<file path="src/rtl/alu_pkg.sv">
// ---------------------------------------------------------------------------
// alu_pkg
// Definitions shared by the EX-stage ALU shift units.
//   state_e  : sequencer states for the multi-cycle shifters
//   DATA_W   : datapath width (32)
//   SHAMT_W  : shift-amount width (5)
//   flags_t  : flag vector, packed as {C,V,N,Z} (C is the MSB)
// ---------------------------------------------------------------------------
package alu_pkg;

  localparam int DATA_W  = 32;
  localparam int SHAMT_W = 5;

  typedef enum logic [1:0] {
    IDLE  = 2'd0,
    SHIFT = 2'd1,
    DONE  = 2'd2
  } state_e;

  // The same ordering is used by every shift unit in the ALU.
  typedef struct packed {
    logic c;
    logic v;
    logic n;
    logic z;
  } flags_t;

endpackage : alu_pkg

</file>
<file path="src/rtl/sll_step.sv">
// ---------------------------------------------------------------------------
// sll_step
// Combinational logical left shift by 0..STEP positions with zero fill.
// Parameters:
//   STEP  : largest shift this block has to perform in one call
//   K_W   : width of the shift-distance input
// Ports:
//   data_in   in  DATA_W  word to shift
//   k         in  K_W     shift distance (values above STEP are clamped)
//   data_out  out DATA_W  shifted word
//   carry_out out 1       last bit shifted out (data_in[DATA_W-k]), 0 if k=0
// ---------------------------------------------------------------------------
module sll_step
  import alu_pkg::*;
#(
  parameter int STEP = 1,
  parameter int K_W  = 4
) (
  input  logic [DATA_W-1:0] data_in,
  input  logic [K_W-1:0]    k,
  output logic [DATA_W-1:0] data_out,
  output logic              carry_out
);

  logic [K_W-1:0]  k_eff;
  logic [DATA_W:0] wide;

  // Clamp so the hardware never shifts more than STEP positions.
  assign k_eff = (k > K_W'(STEP)) ? K_W'(STEP) : k;

  // A one-bit guard above the word catches the last bit pushed out of the
  // top; with k=0 the guard stays zero, which is the desired carry.
  assign wide      = {1'b0, data_in} << k_eff;
  assign data_out  = wide[DATA_W-1:0];
  assign carry_out = wide[DATA_W];

endmodule : sll_step

</file>
<file path="src/rtl/shift_left_logical_seq.sv">
// ---------------------------------------------------------------------------
// shift_left_logical_seq
// Multi-cycle logical left shifter (SLL/SLLV) for the EX stage. An operand
// and a shift amount are captured on start; the accumulator is shifted
// STEP positions per cycle; result and {C,V,N,Z} flags are registered on
// entry to DONE, where done pulses for one cycle. busy covers SHIFT and DONE
// so the hazard unit can stall the pipeline.
//
// Parameters:
//   STEP     : bit positions per cycle, one of 1, 2, 4, 8
// Ports:
//   clk      in   system clock, rising edge
//   reset_n  in   asynchronous active-low reset
//   start    in   request, sampled only in IDLE
//   T        in   32-bit operand
//   shamt    in   5-bit shift amount
//   abort    in   pipeline flush (only when SLL_SEQ_ABORT_EN is defined)
//   Y_lo     out  shifted result
//   C,V,N,Z  out  carry / overflow / negative / zero flags
//   busy     out  high in SHIFT and DONE
//   done     out  one-cycle completion pulse
//
// Build option: define SLL_SEQ_ABORT_EN to add the abort port.
// ---------------------------------------------------------------------------
module shift_left_logical_seq
  import alu_pkg::*;
#(
  parameter int STEP = 1
) (
  input  logic               clk,
  input  logic               reset_n,
  input  logic               start,
  input  logic [DATA_W-1:0]  T,
  input  logic [SHAMT_W-1:0] shamt,
`ifdef SLL_SEQ_ABORT_EN
  input  logic               abort,
`endif
  output logic [DATA_W-1:0]  Y_lo,
  output logic               C,
  output logic               V,
  output logic               N,
  output logic               Z,
  output logic               busy,
  output logic               done
);

  localparam int K_W = 4;

  generate
    if (!(STEP == 1 || STEP == 2 || STEP == 4 || STEP == 8)) begin : g_bad_step
      $error("shift_left_logical_seq: STEP must be 1, 2, 4 or 8");
    end
  endgenerate

  state_e             state_q, state_d;
  logic [DATA_W-1:0]  acc_q, acc_d;
  logic [SHAMT_W-1:0] rem_q, rem_d;
  logic               carry_q, carry_d;
  logic               sign_q, sign_d;
  logic [DATA_W-1:0]  y_q, y_d;
  flags_t             flags_q, flags_d;
  logic               done_q, done_d;

  logic               abort_w;
  logic [K_W-1:0]     step_k;
  logic [DATA_W-1:0]  step_data;
  logic               step_carry;

`ifdef SLL_SEQ_ABORT_EN
  assign abort_w = abort;
`else
  assign abort_w = 1'b0;
`endif

  // k = min(STEP, remaining). When remaining < STEP it is below 8 and fits
  // in the low bits.
  assign step_k = (rem_q < SHAMT_W'(STEP)) ? rem_q[K_W-1:0] : K_W'(STEP);

  sll_step #(
    .STEP (STEP),
    .K_W  (K_W)
  ) u_sll_step (
    .data_in   (acc_q),
    .k         (step_k),
    .data_out  (step_data),
    .carry_out (step_carry)
  );

  always_comb begin
    state_d = state_q;
    acc_d   = acc_q;
    rem_d   = rem_q;
    carry_d = carry_q;
    sign_d  = sign_q;
    y_d     = y_q;
    flags_d = flags_q;
    done_d  = 1'b0;

    unique case (state_q)
      IDLE: begin
        if (start) begin
          acc_d   = T;
          rem_d   = shamt;
          sign_d  = T[DATA_W-1];
          carry_d = 1'b0;          // shamt=0 must report C=0
          state_d = SHIFT;
        end
      end

      SHIFT: begin
        if (abort_w) begin
          state_d = IDLE;
        end else if (rem_q == '0) begin
          // Results become visible together with done.
          state_d   = DONE;
          y_d       = acc_q;
          flags_d.c = carry_q;
          flags_d.v = acc_q[DATA_W-1] ^ sign_q;
          flags_d.n = acc_q[DATA_W-1];
          flags_d.z = (acc_q == '0);
          done_d    = 1'b1;
        end else begin
          acc_d   = step_data;
          carry_d = step_carry;
          rem_d   = rem_q - SHAMT_W'(step_k);
        end
      end

      DONE: begin
        state_d = IDLE;
      end

      default: begin
        state_d = IDLE;
      end
    endcase
  end

  always_ff @(posedge clk or negedge reset_n) begin
    if (!reset_n) begin
      state_q <= IDLE;
      acc_q   <= '0;
      rem_q   <= '0;
      carry_q <= 1'b0;
      sign_q  <= 1'b0;
      y_q     <= '0;
      flags_q <= '0;
      done_q  <= 1'b0;
    end else begin
      state_q <= state_d;
      acc_q   <= acc_d;
      rem_q   <= rem_d;
      carry_q <= carry_d;
      sign_q  <= sign_d;
      y_q     <= y_d;
      flags_q <= flags_d;
      done_q  <= done_d;
    end
  end

  assign Y_lo = y_q;
  assign C    = flags_q.c;
  assign V    = flags_q.v;
  assign N    = flags_q.n;
  assign Z    = flags_q.z;
  assign busy = (state_q != IDLE);
  // A flush during the DONE cycle suppresses the completion pulse.
  assign done = done_q & ~abort_w;

endmodule : shift_left_logical_seq

</file>
<file path="config.mk">
export PLATFORM = sky130hd
export DESIGN_NAME = shift_left_logical_seq
export DESIGN_NICKNAME = d
export VERILOG_FILES = /design/src/rtl/alu_pkg.sv /design/src/rtl/sll_step.sv /design/src/rtl/shift_left_logical_seq.sv
export SDC_FILE = /design/constraint.sdc
export NUM_CORES = 1
export LEC_CHECK = 0
export CORE_MARGIN = 10
export CORE_UTILIZATION = 53
export DETAILED_ROUTE_END_ITERATION = 10
export GPL_TIMING_DRIVEN = 0
export PLACE_DENSITY = 0.92
export REMOVE_ABC_BUFFERS = 1
export SLEW_MARGIN = 30
export SYNTH_ARGS = -nofsm -noshare
export SYNTH_HDL_FRONTEND = slang
export SYNTH_SLANG_ARGS = --single-unit
</file>
<file path="constraint.sdc">
create_clock -name clk -period 6 [get_ports clk]
set_input_delay 1.2 -clock clk [delete_from_list [all_inputs] [get_ports clk]]
set_output_delay 1.2 -clock clk [all_outputs]
set_load 0.03 [all_outputs]
</file>
==> impl_metrics.csv, run 1 <==
group,metric,value,unit
status,status,"finished clean",
timing,worst_hold_slack,509,ps
finish,fin_nets,373,
route,drcViolationCount,0,
clock_network,postCtsSetupBuffers,0,
finish,fillerInstances,414,
timing,worst_slack,3160,ps
global_route,track_usage,16.4,%
timing,period_minus_slack,2840,ps
finish,layout_commonest_cell,"dfrtp_1",
floorplanning,start_util,54.4,%
global_route,antenna_found_initial,0,
run,maxCapViolations,0,
timing,finalMaxSlewViolations,0,
logic_synthesis,synthDistinctLibCells,30,
floorplanning,die_w,97.8,um
finish,postLayoutCoreUtil,72.6,%
clock_network,cts_max_path_buffers,2,
clock_network,clock-sinks,77,
clock_network,cts_root_buffer,"clkbuf_8",
timing,tns,0,ps
setup_path,critPathKind,"reg -> out",
power_and_ir_drop,leakage,2.00,nW
route,wl_per_cell,19.3,um
setup_path,reg2reg_slack,3590,ps
global_route,grt_pass1_vias,2515,
clock_network,cts_resized,0,
timing,fin_crit_sh,47.4,%
place,dpl_worst_slack,2990,ps
clock_network,cts_hold_buf,0,
logic_synthesis,avgSynthCellArea,12.6,um2
logic_synthesis,syn_area,0.00320,mm2
route,routed_wl,7960,um
power_and_ir_drop,finalPower,2.43,mW
timing,rsz0062_at_grt,"no",
floorplanning,die_area,0.00956,mm2
floorplanning,ioPinCount,78,
place,dpl.hpwl,5740,um
finish,antenna_cells,0,
route,dr_total_vias,2415,
hold_path,whs_path_depth,1,
logic_synthesis,muxShareOfSynthArea,12.3,%
timing,slew_headroom,51.9,%
setup_path,cp-start-kind,"register",
timing,setup_viol_count_final,0,
route,vias_per_cell,5.86,
timing,fmax,352,MHz
setup_path,cp.required,4800,ps
logic_synthesis,ys_ff_latch,77,
route,postRouteAntennaNets,0,
setup_path,worstPathMaxFanout,5,
setup_path,setup.worst_path.end_class,"output pin",
power_and_ir_drop,ir_drop,0.358,mV
clock_network,clk_latency,340,ps
finish,drive_gt1_share,18.7,%
hold_path,min_path_type,"reg -> reg",
logic_synthesis,synth_xor_area_share,0.273,%
floorplanning,die_h,97.8,um
route,drt_pass1_iterations,5,
floorplanning,core_area,0.00589,mm2
logic_synthesis,yosys-top-cells-area,"dfrtp_1 60%, mux2_2 12%, a222oi_1 9.1%",
clock_network,path_clk_slew,80,ps
finish,area_delta_synth_final,33.3,%
timing,timing_hold_violations_final,0,
timing,max_slew.worst_pin.slew,722,ps
logic_synthesis,synth_top_cell_area_share,60.1,%
clock_network,cts_tree,"yes",
clock_network,cts_made_buffers,9,
place,port-buffer-count,77,
logic_synthesis,seq_area_frac_synth,60.1,%
logic_synthesis,syn_inst,255,
setup_path,crit_arrival,1640,ps
place,place.gp.congestion,0.707,
timing,clock_skew,4.10,ps
logic_synthesis,yosysWarnings,0,
route,first_iter_violations,292,
logic_synthesis,synth_fa_ha_area_share,0.390,%
finish,most-common-layout-cells,"77 x dfrtp_1, 76 x clkdlybuf4s50_1, 36 x inv_1",
logic_synthesis,synth_compound_area_share,13.1,%
global_route,grt-ovfl-total,0,
clock_network,cts_max_level,3,
power_and_ir_drop,power_density,569,mW/mm2
logic_synthesis,yosys.area_share.simple,6.40,%
logic_synthesis,synth_top_family_by_area,"compound AO/OA/AOI/OAI gates",
global_route,grt_pass1_wl,12900,um
setup_path,r2r_cells,4,
floorplanning,rows,28,
global_route,grt_max_degree,42,
logic_synthesis,synth_largest_area_cell,"dfrtp_1",
==> metrics by stage <==
step           cells  cell area, um2
2_1_floorplan    237            3100
3_3_place_gp     389            3970
3_5_place_dp     396            4060
4_1_cts          412            4270
5_1_grt          412            4270
6_report         412            4270
==> routing by layer <==
metal	vias up	part of all wire (%)	GRT usage (%)
met2	90	50	26.4
met5	-	0	0
li1	1096	-	-
met4	0	2.2	6.82
met1	1212	41	19.7
met3	17	6.8	5.29
==> state kept, by name, summed over array words and instances, names as in the netlist, named ones only <==
register  count
state_q       2
Y_lo         32
done          1
V             1
carry_q       1
rem_q         5
sign_q        1
Z             1
C             1
acc_q        31
==> critical path, cell delays in order, from the launching register on <==
cell,delay (ps)
dfrtp_1,420
or2_2,300
clkdlybuf4s50_1,590
==> cell type report <==
class / instances / area (um2) / area share, %
clock buffers: 13 / 169 / 3.95
clock inverters: 3 / 42.5 / 0.996
inverters: 36 / 135 / 3.16
multi-input cells: 124 / 1060 / 24.7
flip-flops and latches: 77 / 1930 / 45.1
well taps: 75 / 93.8 / 2.20
repair buffers: 84 / 848 / 19.9
==> where the power goes <==
group | total, mW | switching (mW) | internal, mW
combinational | 1.10 | 0.604 | 0.499
sequential | 0.924 | 0.188 | 0.735
clock | 0.406 | 0.180 | 0.226
total | 2.43 | 0.973 | 1.46
==> cells in the mapped netlist <==
cell,n
or4_1,1
mux2_2,34
a21oi_1,8
nor2_1,8
a22oi_1,1
nor2b_1,1
nor4_1,12
nor3b_1,1
a22o_1,2
xnor2_1,1
o21ai_0,8
clkbuf_1,12
or3_2,1
nor3_4,1
buf_2,1
buf_6,4
nand2_1,4
nand4_1,2
a222oi_1,29
o21a_1,1
mux2i_1,1
ha_1,1
nand2b_1,1
a32oi_1,1
a211o_1,1
inv_1,36
buf_4,1
or2_2,1
dfrtp_1,77
nor3_1,3
==> path summary, 6_finish.rpt <==
check                      startpoint        to
hold / removal               Y_lo[23]  Y_lo[23]
max in group asynchronous     reset_n  acc_q[7]
hold reg to reg              Y_lo[23]  Y_lo[23]
setup reg to reg             rem_q[1]   Y_lo[7]
min in group asynchronous     reset_n  rem_q[4]
setup / recovery           state_q[0]      busy
==> cell families after synthesis <==
family	count (synthesis)
simple gates	36
fa+ha+maj	1
flops	77
buf+inv	54
compound gates	51
mux	35
xor+xnor	1
(Power assumes the default switching activity.)
==> run 2: changes to the inputs <==
--- a/config.mk
+++ b/config.mk
@@ -6,10 +6,10 @@
 export NUM_CORES = 1
 export LEC_CHECK = 0
 export CORE_MARGIN = 10
-export CORE_UTILIZATION = 53
+export CORE_UTILIZATION = 49
 export DETAILED_ROUTE_END_ITERATION = 10
 export GPL_TIMING_DRIVEN = 0
-export PLACE_DENSITY = 0.92
+export PLACE_DENSITY = 0.86
 export REMOVE_ABC_BUFFERS = 1
 export SLEW_MARGIN = 30
 export SYNTH_ARGS = -nofsm -noshare
==> constraint.sdc (replaced) <==
create_clock -name clk -period 2.7 [get_ports clk]
set_input_delay 0.54 -clock clk [delete_from_list [all_inputs] [get_ports clk]]
set_output_delay 0.54 -clock clk [all_outputs]
set_load 0.03 [all_outputs]
==> run 2 against run 1 <==
Combinational power grew 120%. Clock power grew to 2.6 times the previous value. Utilization shrank 4.8 points. Critical path type is now reg -> reg. Die area grew 6.5%.
==> impl_metrics.csv, run 2 (synthesis results as in run 1) <==
group,metric,value,unit
finish,layout_commonest_cell,"dfrtp_1",
finish,largest_reg_flops,32,
finish,fillerInstances,470,
floorplanning,core_area,0.00635,mm2
setup_path,r2r_cells,4,
global_route,track_usage,15.9,%
timing,worst_hold_slack,149,ps
setup_path,cp.required,2930,ps
route,dr_total_vias,2379,
setup_path,cp.depth,4,
timing,slew_headroom,50.7,%
timing,period_minus_slack,2460,ps
floorplanning,rows,29,
route,topRoutingLayerUsed,"met4",
global_route,grt_pass1_vias,2487,
global_route,grt_max_degree,42,
timing,fmax,406,MHz
global_route,grt_pass1_wl,12800,um
clock_network,cts_root_buffer,"clkbuf_8",
setup_path,reg2reg_slack,240,ps
place,dpl.hpwl,5460,um
timing,max_slew.worst_pin.slew,740,ps
timing,rsz0062_at_grt,"no",
route,postRouteAntennaNets,0,
setup_path,endpoint,"Y_lo[0]",
clock_network,cts_resized,0,
timing,fin_crit_sh,91.1,%
setup_path,r2r-end,"Y_lo[0]",
finish,area_delta_synth_final,34.3,%
place,port-buffer-count,77,
route,routed_wl,7760,um
setup_path,setup.worst_path.end_class,"register",
setup_path,cp-start-kind,"register",
floorplanning,die_h,101,um
place,place.gp.congestion,0.729,
route,drt_pass1_iterations,6,
floorplanning,start_util,50.5,%
clock_network,cts_tree,"yes",
setup_path,critical_path.startpoint,"rem_q[1]",
setup_path,critical-path-top-delay-family,"simple AND/OR/NAND/NOR gates",
global_route,antenna_found_initial,0,
clock_network,clk_latency,350,ps
finish,postLayoutCoreUtil,67.8,%
setup_path,crit_arrival,2690,ps
global_route,grt-ovfl-total,0,
power_and_ir_drop,finalPower,5.52,mW
timing,timing_hold_violations_final,0,
clock_network,path_clk_slew,80,ps
power_and_ir_drop,leakage,2.02,nW
timing,finalMaxSlewViolations,0,
finish,fin_nets,373,
power_and_ir_drop,ir_drop,0.820,mV
finish,most-common-layout-cells,"77 x dfrtp_1, 76 x clkdlybuf4s50_1, 36 x inv_1",
route,drcViolationCount,0,
setup_path,cpPeakStageDelay,680,ps
route,wl_met1,3180,um
clock_network,cts_made_buffers,9,
floorplanning,die_area,0.0102,mm2
finish,antenna_cells,0,
finish,drive_gt1_share,18.4,%
timing,clock_skew,10.1,ps
setup_path,cp_cell_sequence,"or4_1 -> nor3_4 -> buf_6 -> mux2_2",
floorplanning,die_w,101,um
clock_network,cts_hold_buf,0,
setup_path,critPathBufInv,1,
route,first_iter_violations,195,
setup_path,critPathSlowestCell,"or4_1",
status,status,"finished clean",
run,maxCapViolations,0,
hold_path,min_path_type,"in -> async",
route,vias_per_cell,5.75,
route,wl_per_cell,18.7,um
setup_path,crit-reg2reg-launch,"rem_q[1]",
clock_network,postCtsSetupBuffers,0,
route,wl_met3,728,um
power_and_ir_drop,power_density,1280,mW/mm2
clock_network,clock-sinks,77,
clock_network,cts_max_path_buffers,2,
setup_path,worstPathMaxFanout,14,
setup_path,critPathKind,"reg -> reg",
route,wl_met2,3760,um
timing,setup_viol_count_final,0,
floorplanning,ioPinCount,78,
clock_network,cts_max_level,3,
## run 2: changes by cell type in the layout (fill, tap and decap cells not counted)
cell        before  now
clkbuf_1         1    2
bufinv_16        1    3
clkinvlp_4       1    0
clkbuf_8        12   10
## run 2: layout make-up
cell class / instances / area (um2) / share of cell area, %
sequential: 77 / 1930 / 44.8
multi-input combinational: 124 / 1060 / 24.6
timing repair buffer: 84 / 848 / 19.7
clock buffer: 12 / 145 / 3.37
inverter: 36 / 135 / 3.14
tap: 77 / 96.3 / 2.24
clock inverter: 4 / 95.1 / 2.21
## run 2: worst min path at each step
stage / depth (start not counted) / slack (ps) / endpoint / start
finish: 1 / 150 / rem_q[4] / reset_n
global route: 1 / 170 / rem_q[1] / reset_n
CTS: 1 / 170 / rem_q[4] / reset_n
detailed placement: 1 / 490 / Y_lo[4] / Y_lo[4]
global placement: 1 / 490 / carry_q / carry_q
floorplan: 0 / 240 / C / reset_n
## run 2: power by group
part	switching [mW]	internal, mW	leakage, nW
registers	0.408	1.63	0.984
clock network	0.404	0.639	0.121
logic	1.32	1.11	0.911
total	2.13	3.38	2.02
## run 2: per-stage QoR
stage,TNS (ps),cells,setup slack [ps],instance area (um2)
finish,0,414,240,4300
global route,0,414,128,4300
CTS,0,414,244,4300
detailed placement,0,398,265,4060
global placement,-189770,391,-2030,3970
floorplan,-4570,237,-303,3100
## run 2: per-layer routing
layer	GRT usage [%]	vias to the layer above
met5	0	-
met4	5.65	0
met3	6.58	8
met2	24.2	90
met1	19.8	1183
li1	-	1098
